===== config.mk =====
export PLATFORM = sky130hd
export DESIGN_NAME = ifetch_npc_flat
export DESIGN_NICKNAME = d
export VERILOG_FILES = /design/src/rtl/ifetch_npc_pkg.sv /design/src/rtl/ifetch_npc_if.sv /design/src/rtl/ifetch_npc_npc_calc.sv /design/src/rtl/ifetch_npc.sv /design/src/flat_wrapper.sv
export SDC_FILE = /design/constraint.sdc
export NUM_CORES = 1
export LEC_CHECK = 0
export ABC_AREA = 1
export BUFFER_PORTS_ARGS = -buffer_cell sky130_fd_sc_hd__buf_2
export CAP_MARGIN = 20
export CORE_MARGIN = 8
export CORE_UTILIZATION = 45
export CTS_BUF_LIST = sky130_fd_sc_hd__clkbuf_4 sky130_fd_sc_hd__clkbuf_8
export CTS_CLUSTER_DIAMETER = 50
export DETAILED_ROUTE_END_ITERATION = 6
export HOLD_SLACK_MARGIN = 0.06
export PLACE_DENSITY_LB_ADDON = 0.2
export SETUP_SLACK_MARGIN = 0.15
export SLEW_MARGIN = 20
export SYNTH_ARGS = -nofsm -noshare
export SYNTH_HDL_FRONTEND = slang
export SYNTH_SLANG_ARGS = --single-unit

===== constraint.sdc =====
create_clock -name clk -period 1.9 [get_ports clk]
set_input_delay 0.285 -clock clk [delete_from_list [all_inputs] [get_ports clk]]
set_output_delay 0.285 -clock clk [all_outputs]
set_load 0.02 [all_outputs]

===== src/rtl/ifetch_npc_pkg.sv =====
// Shared encodings, defaults and helpers for the miniRV next-PC / instruction-fetch stage.
// Optional feature macro used by the stage: PC_MISALIGN_CHK_EN.
package ifetch_npc_pkg;

   localparam int unsigned XLEN_DEFAULT     = 32;
   localparam logic [31:0] RESET_PC_DEFAULT = 32'h0000_0000;

   typedef enum logic [1:0] {
      NPC_PC4  = 2'd0,
      NPC_BR   = 2'd1,
      NPC_JAL  = 2'd2,
      NPC_JALR = 2'd3
   } npc_op_e;

   typedef enum logic [2:0] {
      S_IDLE = 3'd0,
      S_REQ  = 3'd1,
      S_WAIT = 3'd2,
      S_HOLD = 3'd3,
      S_HALT = 3'd4
   } fetch_state_e;

   // One decoded-side buffer entry: the instruction word and the PC it was fetched from.
   typedef struct packed {
      logic [31:0] pc;
      logic [31:0] inst;
   } fetch_entry_t;

   function automatic logic [31:0] seq_pc(input logic [31:0] pc);
      return pc + 32'd4;
   endfunction

endpackage


===== src/rtl/ifetch_npc_if.sv =====
// Instruction-memory bus plus the fetch-to-decode valid/ready channel of the fetch stage.
// master = fetch stage side, slave = memory/decode side.
interface ifetch_npc_if
   import ifetch_npc_pkg::*;
#(
   parameter int unsigned XLEN = XLEN_DEFAULT
);

   logic            imem_req;
   logic [XLEN-1:0] imem_addr;
   logic            imem_gnt;
   logic            imem_rvalid;
   logic [XLEN-1:0] imem_rdata;

   logic            if_valid;
   logic [XLEN-1:0] if_pc;
   logic [XLEN-1:0] if_inst;
   logic            if_ready;

   modport master (
      output imem_req, imem_addr,
      input  imem_gnt, imem_rvalid, imem_rdata,
      output if_valid, if_pc, if_inst,
      input  if_ready
   );

   modport slave (
      input  imem_req, imem_addr,
      output imem_gnt, imem_rvalid, imem_rdata,
      input  if_valid, if_pc, if_inst,
      output if_ready
   );

endinterface


===== src/rtl/ifetch_npc_npc_calc.sv =====
// npc_calc: combinational branch/jump resolution (target, redirect, link address) for the fetch stage.
// With PC_MISALIGN_CHK_EN undefined the low two target bits are forced to zero.
module npc_calc
   import ifetch_npc_pkg::*;
#(
   parameter int unsigned XLEN = XLEN_DEFAULT
)
(
   input  logic            ex_valid_i,
   input  logic [XLEN-1:0] ex_pc_i,
   input  logic [XLEN-1:0] ex_imm_i,
   input  npc_op_e         npc_op_i,
   input  logic            alu_f_i,
   input  logic [XLEN-1:0] alu_c_i,
   output logic [XLEN-1:0] target_o,
   output logic            redirect_o,
   output logic [XLEN-1:0] link_addr_o
);

   logic [XLEN-1:0] raw_target;
   logic            unused_bits;

   always_comb begin
      raw_target = ex_pc_i + ex_imm_i;
      redirect_o = 1'b0;
      case (npc_op_i)
         NPC_BR:   redirect_o = ex_valid_i & alu_f_i;
         NPC_JAL:  redirect_o = ex_valid_i;
         NPC_JALR: begin
            raw_target = {alu_c_i[XLEN-1:1], 1'b0};
            redirect_o = ex_valid_i;
         end
         default:  redirect_o = 1'b0;
      endcase
   end

`ifdef PC_MISALIGN_CHK_EN
   assign target_o    = raw_target;
   assign unused_bits = alu_c_i[0];
`else
   // Without the checker a misaligned target is silently word-aligned.
   assign target_o    = {raw_target[XLEN-1:2], 2'b00};
   assign unused_bits = ^{alu_c_i[0], raw_target[1:0]};
`endif

   assign link_addr_o = seq_pc(ex_pc_i);

endmodule


===== src/rtl/ifetch_npc.sv =====
// ifetch_npc: miniRV next-PC and instruction-fetch stage with one outstanding fetch and a one-entry decode buffer.
// Macro PC_MISALIGN_CHK_EN adds misalign_err_o and a halt state for misaligned redirect targets.
module ifetch_npc
   import ifetch_npc_pkg::*;
#(
   parameter logic [31:0] RESET_PC = RESET_PC_DEFAULT,
   parameter int unsigned XLEN     = XLEN_DEFAULT
)
(
   input  logic            clk,
   input  logic            rst_n,
   input  logic            ex_valid_i,
   input  logic [XLEN-1:0] ex_pc_i,
   input  logic [XLEN-1:0] ex_imm_i,
   input  logic [1:0]      npc_op_i,
   input  logic            alu_f_i,
   input  logic [XLEN-1:0] alu_c_i,
   output logic            redirect_o,
   output logic [XLEN-1:0] link_addr_o,
`ifdef PC_MISALIGN_CHK_EN
   output logic            misalign_err_o,
`endif
   ifetch_npc_if.master    bus
);

   fetch_state_e    state_q, state_d;
   logic [XLEN-1:0] pc_q, pc_d;
   logic [XLEN-1:0] req_pc_q, req_pc_d;
   fetch_entry_t    buf_q, buf_d;
   logic            buf_valid_q, buf_valid_d;
   logic            kill_q, kill_d;

   logic [XLEN-1:0] target;
   logic            redirect;
   logic            drain;
   logic            req_en;
   logic            gnt_acc;
   logic            misalign;

   npc_calc #(.XLEN(XLEN)) u_npc_calc (
      .ex_valid_i  (ex_valid_i),
      .ex_pc_i     (ex_pc_i),
      .ex_imm_i    (ex_imm_i),
      .npc_op_i    (npc_op_e'(npc_op_i)),
      .alu_f_i     (alu_f_i),
      .alu_c_i     (alu_c_i),
      .target_o    (target),
      .redirect_o  (redirect),
      .link_addr_o (link_addr_o)
   );

   assign redirect_o = redirect;

   // A request may go out only if the buffer is empty or is being consumed this very cycle.
   assign drain   = buf_valid_q & bus.if_ready;
   assign req_en  = (state_q == S_REQ) & (~buf_valid_q | bus.if_ready);
   assign gnt_acc = req_en & bus.imem_gnt;

   assign bus.imem_req  = req_en;
   assign bus.imem_addr = req_en ? pc_q : '0;
   assign bus.if_valid  = buf_valid_q;
   assign bus.if_pc     = buf_q.pc;
   assign bus.if_inst   = buf_q.inst;

`ifdef PC_MISALIGN_CHK_EN
   logic misalign_q, misalign_d;
   assign misalign       = redirect & (target[1:0] != 2'b00);
   assign misalign_err_o = misalign_q;
`else
   assign misalign = 1'b0;
`endif

   always_comb begin
      state_d     = state_q;
      pc_d        = pc_q;
      req_pc_d    = req_pc_q;
      buf_d       = buf_q;
      buf_valid_d = buf_valid_q;
      kill_d      = kill_q;
`ifdef PC_MISALIGN_CHK_EN
      misalign_d  = misalign_q;
`endif

      if (drain) begin
         buf_valid_d = 1'b0;
      end

      case (state_q)
         S_IDLE: state_d = S_REQ;
         S_REQ: begin
            if (gnt_acc) begin
               state_d  = S_WAIT;
               pc_d     = seq_pc(pc_q);
               req_pc_d = pc_q;
            end else if (!req_en) begin
               state_d = S_HOLD;
            end
         end
         S_WAIT: begin
            if (bus.imem_rvalid) begin
               if (kill_q) begin
                  kill_d = 1'b0;
               end else begin
                  buf_d       = '{pc: req_pc_q, inst: bus.imem_rdata};
                  buf_valid_d = 1'b1;
               end
               state_d = (~buf_valid_q | drain) ? S_REQ : S_HOLD;
            end
         end
         S_HOLD: begin
            if (~buf_valid_q | drain) begin
               state_d = S_REQ;
            end
         end
         S_HALT:  state_d = S_HALT;
         default: state_d = S_IDLE;
      endcase

      // A redirect overrides everything decided above; a granted or in-flight fetch becomes a kill.
      if (redirect && (state_q != S_HALT)) begin
         buf_valid_d = 1'b0;
         buf_d       = '0;
         if (misalign) begin
            state_d = S_HALT;
            pc_d    = pc_q;
            kill_d  = 1'b0;
`ifdef PC_MISALIGN_CHK_EN
            misalign_d = 1'b1;
`endif
         end else begin
            pc_d = target;
            case (state_q)
               S_WAIT: begin
                  if (bus.imem_rvalid) begin
                     kill_d  = 1'b0;
                     state_d = S_REQ;
                  end else begin
                     kill_d  = 1'b1;
                     state_d = S_WAIT;
                  end
               end
               S_REQ: begin
                  if (gnt_acc) begin
                     kill_d  = 1'b1;
                     state_d = S_WAIT;
                  end else begin
                     state_d = S_REQ;
                  end
               end
               default: state_d = S_REQ;
            endcase
         end
      end
   end

   always_ff @(posedge clk or negedge rst_n) begin
      if (!rst_n) begin
         state_q     <= S_IDLE;
         pc_q        <= RESET_PC;
         req_pc_q    <= '0;
         buf_q       <= '0;
         buf_valid_q <= 1'b0;
         kill_q      <= 1'b0;
`ifdef PC_MISALIGN_CHK_EN
         misalign_q  <= 1'b0;
`endif
      end else begin
         state_q     <= state_d;
         pc_q        <= pc_d;
         req_pc_q    <= req_pc_d;
         buf_q       <= buf_d;
         buf_valid_q <= buf_valid_d;
         kill_q      <= kill_d;
`ifdef PC_MISALIGN_CHK_EN
         misalign_q  <= misalign_d;
`endif
      end
   end

endmodule

===== src/flat_wrapper.sv =====
// flat-port wrapper written by rule: the top's interface ports become plain ports
module ifetch_npc_flat import ifetch_npc_pkg::*;
#(
   parameter logic [31:0] RESET_PC = RESET_PC_DEFAULT,
   parameter int unsigned XLEN     = XLEN_DEFAULT
)
  (clk, rst_n, ex_valid_i, ex_pc_i, ex_imm_i, npc_op_i, alu_f_i, alu_c_i, redirect_o, link_addr_o, bus_imem_req, bus_imem_addr, bus_imem_gnt, bus_imem_rvalid, bus_imem_rdata, bus_if_valid, bus_if_pc, bus_if_inst, bus_if_ready);
  ifetch_npc_if #(.XLEN(XLEN)) bus_i ();
  input  logic clk;
  input  logic rst_n;
  input  logic ex_valid_i;
  input  logic [XLEN-1:0] ex_pc_i;
  input  logic [XLEN-1:0] ex_imm_i;
  input  logic [1:0] npc_op_i;
  input  logic alu_f_i;
  input  logic [XLEN-1:0] alu_c_i;
  output logic redirect_o;
  output logic [XLEN-1:0] link_addr_o;
  output wire logic [$bits(bus_i.imem_req)-1:0] bus_imem_req;
  output wire logic [$bits(bus_i.imem_addr)-1:0] bus_imem_addr;
  input wire logic [$bits(bus_i.imem_gnt)-1:0] bus_imem_gnt;
  input wire logic [$bits(bus_i.imem_rvalid)-1:0] bus_imem_rvalid;
  input wire logic [$bits(bus_i.imem_rdata)-1:0] bus_imem_rdata;
  output wire logic [$bits(bus_i.if_valid)-1:0] bus_if_valid;
  output wire logic [$bits(bus_i.if_pc)-1:0] bus_if_pc;
  output wire logic [$bits(bus_i.if_inst)-1:0] bus_if_inst;
  input wire logic [$bits(bus_i.if_ready)-1:0] bus_if_ready;
  assign bus_imem_req = bus_i.imem_req;
  assign bus_imem_addr = bus_i.imem_addr;
  assign bus_i.imem_gnt = bus_imem_gnt;
  assign bus_i.imem_rvalid = bus_imem_rvalid;
  assign bus_i.imem_rdata = bus_imem_rdata;
  assign bus_if_valid = bus_i.if_valid;
  assign bus_if_pc = bus_i.if_pc;
  assign bus_if_inst = bus_i.if_inst;
  assign bus_i.if_ready = bus_if_ready;
  ifetch_npc #(.RESET_PC(RESET_PC), .XLEN(XLEN)) u_core (.clk(clk), .rst_n(rst_n), .ex_valid_i(ex_valid_i), .ex_pc_i(ex_pc_i), .ex_imm_i(ex_imm_i), .npc_op_i(npc_op_i), .alu_f_i(alu_f_i), .alu_c_i(alu_c_i), .redirect_o(redirect_o), .link_addr_o(link_addr_o), .bus(bus_i));
endmodule

==> out/summary.txt, run 1 <==
DR vias = 11500
Final WS setup = -277 ps
Fill count = 1476
Die footprint = 25900 µm²
Worst-Skew Late Latency = 460 ps
Mapped Area = 9470 µm²
Period Utilization, post-route = 1.15
Fmax achieved = 459 MHz
Delay-heaviest family, CP = buffers and inverters
Share of cells above drive strength 1 = 0.440
Post-Syn Instances = 1409
Number of synthesized flops with an enable pin = 0
Antenna diode count = 0
CTS tree = done
Worst-path clk slew = 90 ps
Max Root-Sink Buffers = 2
HP Class = in -> reg
Initial Util = 0.455
Die W = 161 µm
Antenna Nets Post-Route = 0
IO buf count = 263
Failing checks = negative setup slack
Most frequent cells in the layout = 310 x nand2_1, 207 x inv_1, 207 x buf_2, 178 x buf_4, 123 x dfrtp_1
Worst-margin pin slew = 522 ps
Row count = 53
Largest net degree at the start of global routing = 49
Critical path, cell by cell = inv_2 -> nand3_4 -> nor2_4 -> clkinv_4 -> buf_12 -> buf_12 -> nor2_4 -> buf_6
TritonRoute pass-1 iters = 6
Fin Setup TNS = -10240 ps
Root Driver = clkbuf_8
Worst slew margin = 0.652
Yosys Warn Count = 0
WL/cell = 18.3 µm
Area grow syn2layout = 65.3%
Global-route wire length before repair = 52000 µm
Core area = 20800 µm²
Tot Pwr = 16000 µW
Final nets = 2050
Die H = 161 µm
Status = finished with violations
Final hold violations = 0
Tot GR Track Use = 0.242
Slowest CP cell = dfrtp_1
Startpoint types = flop
Most used flip-flop cell after synthesis = dfrtp_1
Starting DRT DRC Count = 1057
Maximum vdd drop = 0.592 mV
Mean Syn Cell Area = 6.72 µm²
Final Max Tran Viols = 0
Placer Congestion = 0.906
Most common cell after layout, fill and taps aside = nand2_1
Finish-stage setup viols = 96
Async set-reset flop share out of synthesis = 1.00
Total grt overflow = 0
Worst Path Buf+Inv = 5
Vias in the first global route = 10600
CP peak stage delay = 420 ps
Setup CP Type = reg -> out
Crit-path max FO = 7
Post-synthesis cell type count = 50
CP required = 1620 ps
LEAKAGE = 0.00820 µW
CP endpoint kind = primary output
Drt drc = 0
Fin crit period = 2180 ps
I/O pin total = 268
Yosys reg bits = 128
Setup Skew = 13.9 ps
Detailed placement HPWL = 24700 µm
Htree depth = 4
Max cap viols = 0
CTS buffer count = 17
Pwr Density = 1020 nW/µm²
Initial antenna violation count = 1
Sequential element share of the synthesized area = 0.338
DR vias/cell = 5.28
Post-Route WL = 39700 µm
Critical path arrival = 1890 ps
RSZ-0062 raised after global routing = true
Num Clock Sinks = 128
## worst register-to-register path: cells and delay by family (launching register included)
kind / cells / cell delay, ps
buffers and inverters: 6 / 800
AO/OA/AOI/OAI: 1 / 160
flip-flops: 1 / 410
AND/OR/NAND/NOR: 5 / 560
## cells by family after synthesis
group                      count (synthesis)  share of synthesized area
xor gates and xnor gates                  48                     0.0444
DFF                                      128                      0.338
buffers and inverters                    276                      0.119
and+or+nand+nor                          682                      0.313
adders and majority gates                 32                     0.0423
AOI/OAI and AO/OA                        242                      0.143
other                                      1                   0.000396
## metrics by stage
step                instance area, µm²   util  hold slack [ps]  worst slack, ps  cells
CTS                              13700  0.658             64.0             -136   2114
global placement                 12300  0.588              268             -246   2046
detailed placement               12300  0.588              266             -268   2046
finish                           15600  0.751             58.1             -277   2168
floorplan                         9670      -            -10.6             78.0   1410
global route                     15600  0.751             63.7             -317   2168
## sequential cells by signal (all words and copies together) (netlist names)
name                 count
u_core.bus.if_inst      32
u_core.bus.if_pc        31
u_core.pc_q             30
u_core.req_pc_q         30
u_core.state_q           3
u_core.bus.if_valid      1
u_core.kill_q            1
## Yosys cell counts (16+ instances only)
master    instances  share of area
clkbuf_1         22         0.0087
xor2_1           32          0.030
nand2_1         353           0.14
nor3_1           18         0.0095
xnor2_1          16          0.015
nand4_1          16          0.011
nor2_1          178          0.071
a21oi_1          76          0.040
nand3_1          85          0.045
dfrtp_1         128           0.34
inv_1           218          0.086
ha_1             32          0.042
o21ai_0          99          0.052
## area by class of cell
type | count | area [µm²] | share of cell area
multi-input combinational | 1006 | 6740 | 0.431
timing repair buffer | 505 | 4090 | 0.261
sequential | 128 | 3210 | 0.205
inverter | 223 | 857 | 0.0548
tap | 275 | 344 | 0.0220
clock buffer | 18 | 248 | 0.0158
clock inverter | 13 | 164 | 0.0105
## metal layers
layer / vias up / wire (µm) / global-route usage
li1: 5432 / - / -
met1: 5380 / 15100 / 0.288
met2: 517 / 20000 / 0.425
met3: 124 / 2860 / 0.0534
met4: 2 / 1750 / 0.0779
met5: - / 13 / 0
## worst paths after layout
kind / start / slack [ps] / depth (start not counted) / endpoint
min: bus_imem_rdata[13] / 60 / 3 / u_core.bus.if_inst[13]
max reg2reg: u_core.state_q[1] / -100 / 12 / u_core.bus.if_inst[4]
min in group asynchronous: rst_n / 330 / 2 / u_core.bus.if_inst[30]
max in group asynchronous: rst_n / 930 / 3 / u_core.pc_q[15]
min reg2reg: u_core.pc_q[31] / 490 / 2 / u_core.pc_q[31]
max: u_core.state_q[1] / -280 / 8 / bus_imem_addr[26]
## report_power, final
part           switching, µW  internal, µW
Clock                   1160          1320
Combinational           5390          3800
Sequential               729          3540
## repair_timing
item | CTS | global route
buffers inserted | 33 | 38
endpoints found under the setup margin | 65 | 143
resized for setup | 196 | 362
hold endpoints to repair | 30 | 0
cloned | 3 | 16
hold buffers | 1 | 0
pin swaps | 41 | 128
Note: power is estimated with default switching activity, not from simulation.
==> inputs of run 2 (changes only) <==
- RECOVER_POWER: unset -> 50
==> out/summary.txt, run 2 (synthesis results as in run 1) <==
Status = finished with violations
Failing checks = negative setup slack
CP required = 1620 ps (about the same)
Critical path arrival = 1880 ps (about the same)
Worst-margin pin slew = 843 ps (+321 ps)
Pwr Density = 1020 nW/µm² (+0.31%)
WL/cell = 18.3 µm (+0.12%)
Worst R2R Start = u_core.state_q[1]
CP Depth = 8 (unchanged)
Fin Setup TNS = -9290 ps (+958 ps)
DR vias/cell = 5.32 (+0.70%)
Placed cell areas = 12300 µm² (unchanged)
Die H = 161 µm (unchanged)
Antenna Nets Post-Route = 0 (unchanged)
Largest net degree at the start of global routing = 49 (unchanged)
Share of cells above drive strength 1 = 0.419 (-0.0211)
Fin crit period = 2160 ps (-14.4 ps)
Reg power frac = 0.269 (about the same)
Clock Power Share = 0.156 (about the same)
Core area = 20800 µm² (unchanged)
CP endpoint kind = primary output
Fmax achieved = 462 MHz (+0.66%)
RSZ-0062 raised after global routing = true
Setup CP Type = reg -> out
NetSw = 7300 µW (+0.11%)
Starting DRT DRC Count = 962 (-9.0%)
Crit-path max FO = 7 (unchanged)
Row count = 53 (unchanged)
Max cap viols = 0 (unchanged)
Post-Route WL = 39800 µm (+0.12%)
Worst r2r dst = u_core.bus.if_inst[4]
Reg area = 3210 µm² (unchanged)
Final Max Tran Viols = 0 (unchanged)
Multi-input gate area = 6740 µm² (unchanged)
Area grow syn2layout = 64.5%
Worst Path Buf+Inv = 5 (unchanged)
Critical path, cell by cell = inv_2 -> nand3_4 -> nor2_4 -> clkinv_4 -> buf_12 -> buf_12 -> nor2_4 -> buf_6
Maximum vdd drop = 0.592 mV (-0.14%)
Reg2reg path depth = 12 (unchanged)
Reg2reg setup slack = -100 ps (about the same)
Final Util = 0.748 (-0.00385)
Die W = 161 µm (unchanged)
Root Driver = clkbuf_8
Delay-heaviest family, CP = buffers and inverters
DR vias = 11500 (+0.70%)
Fill count = 1506 (+2.0%)
Initial antenna violation count = 1 (unchanged)
IO buf count = 263 (unchanged)
Most frequent cells in the layout = 310 x nand2_1, 207 x inv_1, 176 x buf_4, 167 x buf_2, 123 x dfrtp_1
LEAKAGE = 0.00802 µW (-2.2%)
Switching Fraction = 0.458 (+0.00143)
Final hold violations = 0 (unchanged)
Combinational power share = 0.575 (about the same)
Max Root-Sink Buffers = 2 (unchanged)
HP Class = in -> reg
Worst-path clk slew = 90 ps (about the same)
Htree depth = 4 (unchanged)
Detailed placement HPWL = 24700 µm (unchanged)
Most common cell after layout, fill and taps aside = nand2_1
Antenna diode count = 0 (unchanged)
Initial Util = 0.455 (unchanged)
Final WS setup = -262 ps (+14.4 ps)
Period Utilization, post-route = 1.14 (-0.00756)
Max reg flops = 32 (unchanged)
Placer Congestion = 0.906 (unchanged)
CTS tree = done
Global-route wire length before repair = 52000 µm (unchanged)
Total grt overflow = 0 (unchanged)
CP peak stage delay = 420 ps (about the same)
Final instance area = 15600 µm² (-0.51%)
Slowest CP cell = dfrtp_1
TritonRoute pass-1 iters = 6 (unchanged)
Die footprint = 25900 µm² (unchanged)
Final nets = 2050 (unchanged)
Startpoint types = flop
Worst Setup EP = bus_imem_addr[26]
Finish-stage setup viols = 92 (-4.2%)
Vias in the first global route = 10600 (unchanged)
Num Clock Sinks = 128 (unchanged)
CTS buffer count = 17 (unchanged)
I/O pin total = 268 (unchanged)
Tot GR Track Use = 0.242 (unchanged)
Internal power = 8620 µW (-0.46%)
Crit path launch = u_core.state_q[2]
Worst-Skew Late Latency = 450 ps (about the same)
Setup Skew = 15.7 ps (+1.79 ps)
Worst slew margin = 0.438 (-0.214)
WHS = 62.5 ps (+4.36 ps)
Drt drc = 0 (unchanged)
run 2: cell types whose count changed in the layout (fill, tap and decap cells not counted):
cell | before | now
clkbuf_4 | 0 | 2
buf_4 | 178 | 176
buf_12 | 15 | 13
buf_2 | 207 | 167
clkbuf_2 | 0 | 2
clkbuf_1 | 0 | 40
run 2: worst min-delay path by stage:
| stage | slack [ps] | to | depth (start not counted) | startpoint |
|---|---|---|---|---|
| global route | 60 | u_core.bus.if_inst[13] | 3 | bus_imem_rdata[13] |
| CTS | 60 | u_core.bus.if_inst[11] | 3 | bus_imem_rdata[11] |
| floorplan | -10 | u_core.bus.if_inst[0] | 0 | rst_n |
| finish | 60 | u_core.bus.if_inst[13] | 3 | bus_imem_rdata[13] |
| detailed placement | 270 | u_core.bus.if_inst[30] | 1 | rst_n |
| global placement | 270 | u_core.bus.if_inst[30] | 1 | rst_n |
run 2: per-stage QoR:
stage	power [µW]	setup slack (ps)	cells
floorplan	7850	78.0	1410
finish	15900	-262	2168
detailed placement	10200	-268	2046
CTS	14200	-136	2114
global placement	10000	-246	2046
global route	16700	-317	2168
run 2: cell type report:
type,count,area share
multi-input combinational,1006,0.433
timing repair buffer,505,0.258
sequential,128,0.206
inverter,223,0.0551
tap,275,0.0221
clock buffer,18,0.0159
clock inverter,13,0.0105
run 2: routing by layer:
layer  GRT usage  share of wire  vias to the layer above
li1            -              -                     5439
met1       0.288           0.38                     5428
met2       0.425           0.50                      543
met3      0.0534          0.074                      123
met4      0.0779          0.041                        2
met5           0        0.00033                        -
run 2: power groups by stage:
stage | registers [µW] | clock network (µW) | logic [µW]
after detailed placement | 4170 | 0 | 5980
after CTS | 4110 | 2480 | 7600
after floorplan | 4280 | 0 | 3570
after global placement | 4130 | 0 | 5900
after global routing | 4330 | 2610 | 9750
final | 4280 | 2490 | 9150
run 2: repair_timing:
item / CTS / global route
setup buffers: 33 / 38
pin swaps: 41 / 128
hold buffers: 1 / 0
resized for setup: 196 / 362
gates cloned: 3 / 16
setup endpoints to repair: 65 / 143
hold endpoints to repair: 30 / 0
run 2: worst reg2reg max path, delay by kind of cell, from the launching register on:
kind,cells,cell delay [ps]
buffers and inverters,6,810
AND/OR/NAND/NOR,5,560
flip-flops,1,400
AO/OA/AOI/OAI,1,160
==> inputs of run 3 (changes only) <==
- CORE_MARGIN: 8 -> 5
==> out/summary.txt, run 3 (synthesis results as in run 1) <==
Pwr Density = 1030 nW/µm² (+1.0%)
Antenna diode count = 0 (unchanged)
Worst slew margin = 0.404 (-0.0342)
RSZ-0062 raised after global routing = true
Final hold violations = 0 (unchanged)
GRT met2 Usage = 0.437 (+0.0122)
Worst-margin pin slew = 894 ps (+51.3 ps)
CTS buffer count = 17 (unchanged)
Antenna Nets Post-Route = 0 (unchanged)
CP endpoint kind = primary output
WL/cell = 15.3 µm (-17%)
Fmax achieved = 496 MHz (+7.4%)
Met1 usage = 0.323 (+0.0351)
Period Utilization, post-route = 1.06 (-0.0780)
Die footprint = 24000 µm² (-7.3%)
Maximum vdd drop = 0.518 mV (-12%)
Placed cell areas = 12300 µm² (+0.37%)
Finish-stage setup viols = 39 (-58%)
Final Util = 0.689 (-0.0588)
Die H = 155 µm (-3.7%)
Area grow syn2layout = 52.0%
Startpoint types = input port
Vias in the first global route = 10400 (-1.9%)
DR vias = 10800 (-6.0%)
Worst-path clk slew = 80 ps (about the same)
GR Util met3 = 0.0406 (-0.0128)
Final instance area = 14400 µm² (-7.6%)
TritonRoute pass-1 iters = 6 (unchanged)
Max cap viols = 0 (unchanged)
Crit-path max FO = 4 (-3)
Fin Setup TNS = -2770 ps (+6510 ps)
DR vias/cell = 5.06 (-5.0%)
GRT busiest layer = met2
HP Class = in -> reg
Die W = 155 µm (-3.7%)
Most frequent cells in the layout = 338 x nand2_1, 207 x inv_1, 173 x buf_4, 172 x buf_2, 136 x nor2_1
Final nets = 2026 (-1.2%)
Status = finished with violations
Final WS setup = -114 ps (+148 ps)
Largest net degree at the start of global routing = 41 (-16%)
IO buf count = 263 (unchanged)
Initial antenna violation count = 0 (-1)
Starting DRT DRC Count = 671 (-30%)
LEAKAGE = 0.00754 µW (-5.9%)
Most common cell after layout, fill and taps aside = nand2_1
Fin crit period = 2010 ps (-148 ps)
CTS tree = done
Htree depth = 4 (unchanged)
I/O pin total = 268 (unchanged)
Total grt overflow = 0 (unchanged)
Max reg flops = 32 (unchanged)
Root Driver = clkbuf_8
Num Clock Sinks = 128 (unchanged)
Failing checks = negative setup slack
Post-Route WL = 32800 µm (-17%)
Share of cells above drive strength 1 = 0.341 (-0.0777)
CP required = 1620 ps (about the same)
Tot Pwr = 14900 µW (-6.6%)
Critical path arrival = 1730 ps (-150 ps)
Final Max Tran Viols = 0 (unchanged)
Global-route wire length before repair = 49900 µm (-4.1%)
Core area = 20900 µm² (+0.32%)
Worst-Skew Late Latency = 440 ps (about the same)
Max Root-Sink Buffers = 2 (unchanged)
Initial Util = 0.453 (-0.00144)
Tot GR Track Use = 0.250 (+0.00818)
Drt drc = 0 (unchanged)
Setup Skew = 13.7 ps (-2.04 ps)
Setup CP Type = in -> out
Placer Congestion = 0.928 (+2.5%)
Detailed placement HPWL = 23300 µm (-5.7%)
Row count = 53 (unchanged)
-- run 3: changes by cell type in the layout (fill, tap and decap cells not counted), moves of 21 or more --
cell and change:
nor2_1 +21, nand2_4 -21, o21ai_2 -29, a21oi_1 +26, a21oi_2 -25, nand2_1 +28, o21ai_0 +26
-- run 3: stage by stage --
| step | worst slack, ps | hold slack (ps) | std cells |
|---|---|---|---|
| finish | -114 | 81.3 | 2145 |
| global route | -207 | 71.5 | 2145 |
| CTS | -119 | 72.0 | 2109 |
| detailed placement | -287 | 291 | 2047 |
| global placement | -250 | 290 | 2047 |
| floorplan | 78.0 | -10.6 | 1410 |
-- run 3: critical path, cell delays in order --
cell and delay, ps:
buf_8 90, ha_4 150, nand3_4 80, nor2_4 100
nand2_4 80, inv_4 70, nand3_4 70, nand3b_4 230
nor2_4 180, buf_6 120, xor2_2 140, buf_6 130
-- run 3: worst paths after layout --
path / start / endpoint / slack [ps] / cells after the start
worst max-delay path: ex_pc_i[2] / link_addr_o[24] / -110 / 12
worst min-delay path: bus_imem_rdata[17] / u_core.bus.if_inst[17] / 80 / 3
worst max register to register: u_core.pc_q[2] / u_core.pc_q[27] / 20 / 11
worst min register to register: u_core.pc_q[31] / u_core.pc_q[31] / 490 / 2
max in group asynchronous: rst_n / u_core.pc_q[17] / 300 / 3
min in group asynchronous: rst_n / u_core.bus.if_inst[29] / 500 / 2
-- run 3: repair_timing --
item,in CTS,in global routing
pin swaps,42,58
hold buffers,1,0
buffers inserted,27,29
hold endpoints to repair,31,0
setup endpoints to repair,61,128
resized for setup,186,131
cloned,2,7
-- run 3: final cells by class --
type	instances	area, µm²
clock buffers	18	241
multi-input cells	1006	5970
well taps	275	344
inverters	223	857
repair buffers	481	3570
clock inverters	14	201
fillers	1773	6500
flip-flops and latches	128	3210
-- run 3: per-layer routing --
metal	vias up	part of all wire
li1	5380	-
met2	417	0.50
met3	65	0.066
met5	-	0
met1	4983	0.41
met4	0	0.023
-- run 3: where the power goes --
| group | internal [µW] | total, µW | switching [µW] |
|---|---|---|---|
| clock network | 1470 | 2630 | 1160 |
| registers | 3530 | 4140 | 608 |
| logic | 3310 | 8090 | 4780 |
